<file path="config.mk">
export PLATFORM = sky130hd
export DESIGN_NAME = bit_packer
export DESIGN_NICKNAME = d
export VERILOG_FILES = /design/src/rtl/bit_packer.sv
export SDC_FILE = /design/constraint.sdc
export NUM_CORES = 1
export LEC_CHECK = 0
export ABC_CLOCK_PERIOD_IN_PS = 5600
export CAP_MARGIN = 20
export CORE_ASPECT_RATIO = 1.1
export CORE_MARGIN = 2
export CORE_UTILIZATION = 50
export CTS_CLUSTER_DIAMETER = 80
export DETAILED_ROUTE_END_ITERATION = 8
export GPL_TIMING_DRIVEN = 0
export HOLD_SLACK_MARGIN = 0.03
export PLACE_DENSITY = 0.69
export SLEW_MARGIN = 30
export SYNTH_ARGS = -nofsm -noshare
export SYNTH_HDL_FRONTEND = slang
export SYNTH_SLANG_ARGS = --single-unit
</file>
<file path="constraint.sdc">
create_clock -name clk -period 5.6 [get_ports clk]
set_clock_uncertainty 0.2 [all_clocks]
set_input_delay 1.12 -clock clk [delete_from_list [all_inputs] [get_ports clk]]
set_output_delay 1.12 -clock clk [all_outputs]
set_load 0.02 [all_outputs]
</file>
<file path="src/rtl/bit_packer.sv">
// bit_packer: repacks 0-15 bit LSB-first chunks into 32-bit words,
// queued in a small word FIFO with flush of the trailing partial word.
module bit_packer #(
  parameter int FIFO_DEPTH = 4
) (
  input  logic        clk,
  input  logic        rst,
  input  logic        pushin,
  input  logic [3:0]  lenin,
  input  logic [14:0] datain,
  input  logic        flushin,
  output logic        stopin,
  input  logic        stopout,
  output logic        pushout,
  output logic [31:0] dataout,
  output logic [5:0]  bitsout
);

  localparam int AW = $clog2(FIFO_DEPTH);
  localparam int CW = AW + 1;

  typedef struct packed {
    logic [31:0] data;
    logic [5:0]  bits;
  } entry_t;

  logic [46:0]   acc_q;
  logic [46:0]   acc_d;
  logic [4:0]    fill_q;
  logic [4:0]    fill_d;

  entry_t        mem [FIFO_DEPTH];
  logic [AW-1:0] wptr_q;
  logic [AW-1:0] rptr_q;
  logic [CW-1:0] cnt_q;

  logic          acc_push;
  logic          acc_flush;
  logic [15:0]   len_mask;
  logic [14:0]   chunk;
  logic [46:0]   acc_p;
  logic [5:0]    fill_p;
  logic [46:0]   acc_a;
  logic [4:0]    fill_a;
  logic          full_w;
  logic          part_w;
  logic [32:0]   part_mask;
  entry_t        full_e;
  entry_t        part_e;
  entry_t        e0;
  entry_t        e1;
  logic          wr0;
  logic          wr1;
  logic [1:0]    n_wr;
  logic          pop;
  logic          nempty;
  logic [AW-1:0] wptr1;

  // Two writes must always fit, so stall upstream with fewer than 2 free.
  assign stopin = cnt_q > CW'(FIFO_DEPTH - 2);
  assign nempty = cnt_q != '0;
  assign pop    = nempty && !stopout;

  assign pushout = pop;
  assign dataout = nempty ? mem[rptr_q].data : 32'd0;
  assign bitsout = nempty ? mem[rptr_q].bits : 6'd0;

  assign wptr1 = wptr_q + 1'b1;

  // Accumulate the chunk, peel off a full word, then apply any flush.
  always_comb begin
    acc_push  = pushin && !stopin;
    acc_flush = flushin && !stopin;
    len_mask  = (16'h1 << lenin) - 16'h1;
    chunk     = datain & len_mask[14:0];
    acc_p     = acc_q;
    fill_p    = {1'b0, fill_q};
    if (acc_push) begin
      acc_p  = acc_q | ({32'd0, chunk} << fill_q);
      fill_p = {1'b0, fill_q} + {2'b00, lenin};
    end
    full_w = acc_push && fill_p[5];
    full_e = '{data: acc_p[31:0], bits: 6'd32};
    acc_a  = acc_p;
    fill_a = fill_p[4:0];
    if (full_w) begin
      acc_a  = acc_p >> 32;
      fill_a = fill_p[4:0];
    end
    part_w    = acc_flush && (fill_a != 5'd0);
    part_mask = (33'h1 << fill_a) - 33'h1;
    part_e    = '{data: acc_a[31:0] & part_mask[31:0],
                  bits: {1'b0, fill_a}};
    acc_d  = acc_a;
    fill_d = fill_a;
    if (part_w) begin
      acc_d  = '0;
      fill_d = '0;
    end
    e0   = full_w ? full_e : part_e;
    e1   = part_e;
    wr0  = full_w || part_w;
    wr1  = full_w && part_w;
    n_wr = {1'b0, wr0} + {1'b0, wr1};
  end

  // Accumulator and fill count.
  always_ff @(posedge clk or negedge rst) begin
    if (!rst) begin
      acc_q  <= '0;
      fill_q <= '0;
    end else begin
      acc_q  <= acc_d;
      fill_q <= fill_d;
    end
  end

  // FIFO pointers and occupancy; up to two writes and one pop per cycle.
  always_ff @(posedge clk or negedge rst) begin
    if (!rst) begin
      wptr_q <= '0;
      rptr_q <= '0;
      cnt_q  <= '0;
    end else begin
      wptr_q <= wptr_q + AW'(n_wr);
      if (pop) rptr_q <= rptr_q + 1'b1;
      cnt_q <= cnt_q + CW'(n_wr) - CW'(pop);
    end
  end

  // FIFO storage; contents are only visible through the occupancy count.
  always_ff @(posedge clk) begin
    if (wr0) mem[wptr_q] <= e0;
    if (wr1) mem[wptr1]  <= e1;
  end

endmodule
</file>
==> results of run 1 <==
## synth_stat cells (all sizes together), types with 8 or more instances
cell / instances
edfxtp: 148
nor2: 134
nand2: 75
a21oi: 69
dfrtp: 58
clkbuf: 51
o22ai: 51
nor2b: 45
o21ai: 44
mux4: 41
nor3: 41
buf: 30
nand3: 28
inv: 27
a211oi: 21
o211ai: 17
and2: 16
a21o: 15
and3: 13
o21a: 13
ha: 12
a22o: 10
o211a: 10
a31oi: 9
nand2b: 9
o311ai: 9
o32ai: 9
mux2i: 8
nand3b: 8
nand4: 8
## power by group through the flow
stage / combinational [mW] / clock [mW] / sequential (mW)
after floorplan: 2.85 / 0 / 2.08
after global placement: 4.25 / 0 / 2.12
after detailed placement: 4.32 / 0 / 2.12
after CTS: 4.46 / 1.58 / 2.09
after global routing: 4.88 / 1.64 / 2.12
final: 4.61 / 1.59 / 2.10
## how the worst min path moves through the flow
stage	from	endpoint	slack (ns)	depth (start not counted)
floorplan	mem[2][5]$_SDFFE_PP0P_	mem[2][5]$_SDFFE_PP0P_	0.24	1
finish	mem[0][5]$_SDFFE_PP0P_	mem[0][5]$_SDFFE_PP0P_	0.27	1
global placement	mem[3][5]$_SDFFE_PP0P_	mem[3][5]$_SDFFE_PP0P_	0.24	1
detailed placement	mem[3][5]$_SDFFE_PP0P_	mem[3][5]$_SDFFE_PP0P_	0.26	1
global route	mem[3][5]$_SDFFE_PP0P_	mem[3][5]$_SDFFE_PP0P_	0.29	1
CTS	mem[3][5]$_SDFFE_PP0P_	mem[3][5]$_SDFFE_PP0P_	0.27	1
## stage by stage
step | instance area [sq um] | power, mW | utilization | setup WS [ns]
2_1_floorplan | 12480 | 4.927 | - | 0.1610
3_3_place_gp | 13490 | 6.369 | 0.5513 | -2.367
3_5_place_dp | 13590 | 6.440 | 0.5555 | -1.988
4_1_cts | 14770 | 8.130 | 0.6034 | 0.02550
5_1_grt | 14820 | 8.639 | 0.6057 | 0.01361
6_report | 14820 | 8.298 | 0.6057 | 0.2211
## layer usage
metal  up-vias  routed length (um)  GRT usage
met5         -                   0          0
met4         0                2337     0.1675
met3       136                3314    0.03652
met2       621               19740     0.5215
met1      5254               16170     0.4142
li1       4770                   -          -
## critical path: cells and delay by family
family          cells  cell delay (ns)
buf+inv             6             1.26
simple gates        4             0.65
mux                 1             0.30
fa+ha+maj           1             0.22
compound gates      4             1.81
## cells by family after synthesis
group,count (synthesis),share of synthesized area
compound gates,356,0.2106
xor+xnor,12,0.008424
fa+ha+maj,14,0.01524
buf+inv,109,0.03951
flops,210,0.4790
mux,53,0.08434
simple gates,410,0.1629
## sequential cells by signal, indices dropped and copies added, names as in the netlist
name / count
mem: 152
acc_q: 46
fill_q: 5
cnt_q: 3
rptr_q: 2
wptr_q: 2
## cell type report
type                    instances  area share
plain buffers                  77     0.02600
repair inverters                6    0.003039
flip-flops and latches        210      0.4031
clock inverters                10     0.01030
well taps                     310     0.02617
clock buffers                  30     0.04195
inverters                      28    0.007934
repair buffers                 97     0.06550
multi-input cells             845      0.4160
## repair_timing
| action | in CTS | in global routing |
|---|---|---|
| gates resized for setup | 35 | 13 |
| endpoints found under the setup margin | 297 | 195 |
| gates cloned | 6 | 0 |
| setup buffers | 28 | 2 |
| pin swaps | 5 | 2 |
==> impl_metrics.json, run 1 <==
{
  "required_ns": 5.61,
  "powerDensity_nw_per_um2": 559.8,
  "netlist_area_sq_um": 12480,
  "seq_area_sq_um": 5976,
  "hpwl_mm": 29.42,
  "end_kind": "flop",
  "avgSynthCellArea_sq_um": 10.72,
  "period_needed_ns": 5.379,
  "coreArea_sq_um": 24470,
  "start_util": 0.5098,
  "fillers": 2016,
  "grt_start_max_net_pins": 42,
  "final_cell_mix": "edfxtp_1 (148), nor2_1 (128), nand2_1 (73)",
  "power_switching_mw": 3.674,
  "cp-endpoint": "mem[1][36]$_DFFE_PP_",
  "final_common_cell": "edfxtp_1",
  "rr_worst_depth": 15,
  "rows": 60,
  "timing.rr.end": "mem[2][18]$_DFFE_PP_",
  "seqPwrFrac": 0.253,
  "max_clock_freq_mhz": 185.9,
  "diodes": 0,
  "wl_per_cell_um": 25.76,
  "netSwitchingFraction": 0.4427,
  "die_w_um": 154.6,
  "portBuffers": 62,
  "final_nets": 1325,
  "hold_viol": 0,
  "grt_pass1_vias": 10570,
  "slew_headroom": 0.3175,
  "worst_setup_path_start_kind": "input pin",
  "finalSetupViolCount": 0,
  "synth_edf_count": 148,
  "drive_gt1_frac": 0.1681,
  "stdcell_count": 1613,
  "ios": 64,
  "critPathLaunch": "lenin[2]",
  "cts_tree": "built",
  "gp_congestion": 1.027,
  "cts_made_buffers": 22,
  "grt_overflow": 0,
  "power_frac_comb": 0.556,
  "critPathArrivalTime_ns": 5.39,
  "synth_top_area_cell": "edfxtp_1",
  "crit_chain": "clkdlybuf4s50_1 -> buf_4 -> buf_6 -> buf_2 -> nor3_1 -> nand2b_1 -> ha_1 -> buf_4 -> buf_6 -> nor4b_1 -> o2bb2ai_1 -> a22o_1 -> a31oi_1 -> mux2i_1 -> a221oi_1 -> nor3_1",
  "clockBufferDepth": 3,
  "slew_violations": 0,
  "ys_warn_count": 0,
  "vias_per_cell": 6.684,
  "r2r_slack_ns": 0.72,
  "internal_power_mw": 4.624,
  "synth_seq_cells": 210,
  "status": "finished, final reports clean",
  "path_class": "input pin to flop",
  "drtIter0Drc": 1189,
  "dieHeight_um": 169.7,
  "htreeDepth": 1,
  "r2r_start": "cnt_q[0]$_DFF_PN0_",
  "synth_top_area_share": 0.3562,
  "multiInputGateArea_sq_um": 6166,
  "drtPass1Iterations": 5,
  "tightest_slew_ns": 1.024,
  "async_reset_ff_frac": 0.2762,
  "synthToLayoutAreaGrowth_pct": 18.81,
  "root_buffer": "clkbuf_16",
  "grt_first_pass_wirelength_mm": 63.51,
  "timing.hold.ws_ns": 0.2738,
  "rsz0062_at_grt": "no",
  "clkTransAtPathRegs_ns": 0.06,
  "ant_nets": 0,
  "gr-usage-all-layers": 0.3165,
  "synthTopCellsByArea": "edfxtp_1 (36%), dfrtp_1 (12%), mux4_2 (7.4%), nor2_1 (4.0%), a21oi_1 (2.7%)",
  "routed_wl_mm": 41.56,
  "die-area_sq_um": 26230,
  "period_share": 0.9605,
  "dp_cells": 1539,
  "ys.flop_type": "edfxtp_1",
  "postCtsHoldBufs": 0,
  "syn-num-nets": 1202,
  "p_leak_nw": 5.302,
  "synth_cells": 1164,
  "hp-class": "flop to flop",
  "clock_latency_ns": 0.52,
  "crit_fanout": 10,
  "slowest_stage": "a221oi_1",
  "drc": 0,
  "slowest_delay_ns": 0.95,
  "ys_types": 102,
  "setup_tns_ns": 0,
  "clock_sinks": 210,
  "dr_total_vias": 10780,
  "maxCapViolations": 0,
  "ys_seq_area_frac": 0.4790,
  "clock_power_share": 0.191,
  "vdd_ir_drop_max_uv": 277.5,
  "antenna_found_initial": 0
}
No activity file was read; power rests on OpenSTA's default activity.
==> run 2: changes to the inputs <==
--- a/config.mk
+++ b/config.mk
@@ -6,4 +6,5 @@
 export NUM_CORES = 1
 export LEC_CHECK = 0
+export ABC_AREA = 1
 export ABC_CLOCK_PERIOD_IN_PS = 5600
 export CAP_MARGIN = 20
@@ -16,5 +17,4 @@
 export HOLD_SLACK_MARGIN = 0.03
 export PLACE_DENSITY = 0.69
-export SLEW_MARGIN = 30
 export SYNTH_ARGS = -nofsm -noshare
 export SYNTH_HDL_FRONTEND = slang
==> constraint.sdc (replaced) <==
create_clock -name clk -period 5.6 [get_ports clk]
set_clock_uncertainty 0.2 [all_clocks]
set_input_delay 0.56 -clock clk [delete_from_list [all_inputs] [get_ports clk]]
set_output_delay 0.56 -clock clk [all_outputs]
set_load 0.02 [all_outputs]
==> impl_metrics.json, run 2 <==
{
  "ios": 64,
  "antenna_found_initial": 0,
  "final_nets": 1865,
  "synthTopCellsByArea": "edfxtp_1 (34%), dfrtp_1 (11%), nand2_1 (9.1%), nand3_1 (8.5%), nor2_1 (8.3%)",
  "clock_latency_ns": 0.53,
  "dieHeight_um": 174.6,
  "maxCapViolations": 0,
  "coreArea_sq_um": 26070,
  "drtPass1Iterations": 6,
  "wl_per_cell_um": 21.01,
  "max_clock_freq_mhz": 187.2,
  "ys_top_cells_by_count": "nand2_1 (320), nor2_1 (292), nand3_1 (224), edfxtp_1 (148), inv_1 (121)",
  "required_ns": 5.76,
  "synthToLayoutAreaGrowth_pct": 15.51,
  "synth_cells": 1734,
  "die_w_um": 159.1,
  "die-area_sq_um": 27770,
  "grt_pass1_vias": 12190,
  "syn-num-nets": 1772,
  "synth_top_area_cell": "edfxtp_1",
  "post-route-util": 0.5862,
  "cts_setup_buffers": 0,
  "period_needed_ns": 5.341,
  "design_area_sq_um": 15280,
  "slew_violations": 0,
  "ys_seq_area_frac": 0.4518,
  "period_share": 0.9538,
  "dpl_cell_area_sq_um": 14390,
  "ys_warn_count": 0,
  "async_reset_ff_frac": 0.2762,
  "ant_nets": 0,
  "synth_edf_count": 148,
  "ys.flop_type": "edfxtp_1",
  "drtIter0Drc": 1589,
  "top_regs": "mem x152, acc_q x46, fill_q x5",
  "drive_gt1_frac": 0.07696,
  "dr_total_vias": 13070,
  "grt_overflow": 0,
  "setup_tns_ns": 0,
  "post-place-ws_ns": -0.8220,
  "hp-class": "flop to flop",
  "gp_congestion": 1.033,
  "final_common_cell": "nand2_1",
  "clock_sinks": 210,
  "hold_viol": 0,
  "netlist_area_sq_um": 13230,
  "gr-usage-all-layers": 0.3298,
  "clockBufferDepth": 3,
  "synth_top_area_share": 0.3360,
  "htreeDepth": 1,
  "critPathArrivalTime_ns": 5.50,
  "diodes": 0,
  "ys_types": 50,
  "end_kind": "flop",
  "synth_most_common_cell": "nand2_1",
  "start_util": 0.5074,
  "path_class": "input pin to flop",
  "synth_seq_cells": 210,
  "status": "finished, final reports clean",
  "crit_fanout": 25,
  "powerDensity_nw_per_um2": 619.7,
  "drc": 0,
  "p_leak_nw": 6.360,
  "cts_made_buffers": 24,
  "largest_reg_flops": 152,
  "r2r_slack_ns": 0.40,
  "cts_tree": "built",
  "setup_ws_ns": 0.2588,
  "worst_setup_path_start_kind": "input pin",
  "slew_headroom": 0.3924,
  "tightest_slew_ns": 0.9019,
  "rows": 62,
  "largest-register": "mem",
  "grt_first_pass_wirelength_mm": 71.30,
  "hpwl_mm": 34.94,
  "final_cell_mix": "nand2_1 (316), nor2_1 (292), nand3_1 (224)",
  "routed_wl_mm": 46.17,
  "root_buffer": "clkbuf_16",
  "vias_per_cell": 5.951,
  "portBuffers": 63,
  "finalSetupViolCount": 0,
  "grt_start_max_net_pins": 59,
  "fillers": 2496,
  "avgSynthCellArea_sq_um": 7.628,
  "vdd_ir_drop_max_uv": 387.4,
  "clkTransAtPathRegs_ns": 0.06
}
run 2: final cells by class:
class | instances | area, sq um | share of cell area
Multi-Input combinational cell | 1301 | 6461 | 0.4229
Sequential cell | 210 | 5976 | 0.3911
Timing Repair Buffer | 68 | 718.2 | 0.04701
Clock buffer | 38 | 714.4 | 0.04676
Inverter | 136 | 519.2 | 0.03399
Tap cell | 352 | 440.4 | 0.02883
Buffer | 86 | 371.6 | 0.02432
Clock inverter | 6 | 77.57 | 0.005077
run 2: power by group:
part | leakage (nW) | switching [mW] | total, mW | internal (mW)
logic | 3.79 | 4.08 | 5.76 | 1.68
registers | 2.18 | 0.112 | 2.11 | 2.00
clock network | 0.387 | 0.632 | 1.59 | 0.961
total | 6.36 | 4.83 | 9.47 | 4.64
run 2: cells by family after synthesis:
kind of cell,count (synthesis),synth area share
and+or+nand+nor,1010,0.3497
AOI/OAI and AO/OA,264,0.1077
DFF,210,0.4518
adders and majority gates,14,0.01438
buffers and inverters,223,0.06717
xor gates and xnor gates,13,0.009176
run 2: what timing repair did:
item                                    4_1_cts  5_1_grt
endpoints found under the hold margin        58        0
resized for setup                             9       11
endpoints found under the setup margin      170      128
hold buffers                                  1        0
run 2: critical path: stages:
cell and delay [ns]:
clkdlybuf4s50_1 0.59, ha_1 0.37, buf_2 0.17, nand3_1 0.11, nand3_1 0.08, nand2_1 0.13, a21oi_4 0.38, inv_2 0.07
clkbuf_1 0.28, clkbuf_1 0.35, ha_1 0.37, nor3_1 0.58, inv_1 0.47, nand2_8 0.33, buf_12 0.22, inv_1 0.17
a21oi_1 0.21
run 2: final timing paths:
check,depth (start not counted),start,end
hold reg to reg,1,mem[3][5]$_SDFFE_PP0P_,mem[3][5]$_SDFFE_PP0P_
hold / removal,1,mem[3][5]$_SDFFE_PP0P_,mem[3][5]$_SDFFE_PP0P_
min in group asynchronous,2,rst,acc_q[29]$_DFF_PN0_
max in group asynchronous,2,rst,acc_q[20]$_DFF_PN0_
setup reg to reg,20,fill_q[1]$_DFF_PN0_,mem[1][23]$_DFFE_PP_
setup / recovery,17,lenin[2],mem[2][23]$_DFFE_PP_
run 2: routing by layer:
| metal | track usage | share of wire | wire length, um | vias to the layer above |
|---|---|---|---|---|
| met5 | 0 | 0 | 0 | - |
| li1 | - | - | - | 6147 |
| met3 | 0.06266 | 0.096 | 4445 | 130 |
| met2 | 0.5268 | 0.45 | 20840 | 697 |
| met1 | 0.4406 | 0.41 | 18730 | 6100 |
| met4 | 0.1443 | 0.047 | 2152 | 0 |
run 2: per-stage QoR:
stage / cells / total power, mW / hold slack (ns)
floorplan: 1734 / 5.796 / 0.06441
global placement: 2149 / 7.626 / 0.2457
detailed placement: 2153 / 7.756 / 0.2521
CTS: 2197 / 9.339 / 0.2655
global route: 2197 / 10.07 / 0.2979
finish: 2197 / 9.468 / 0.2641
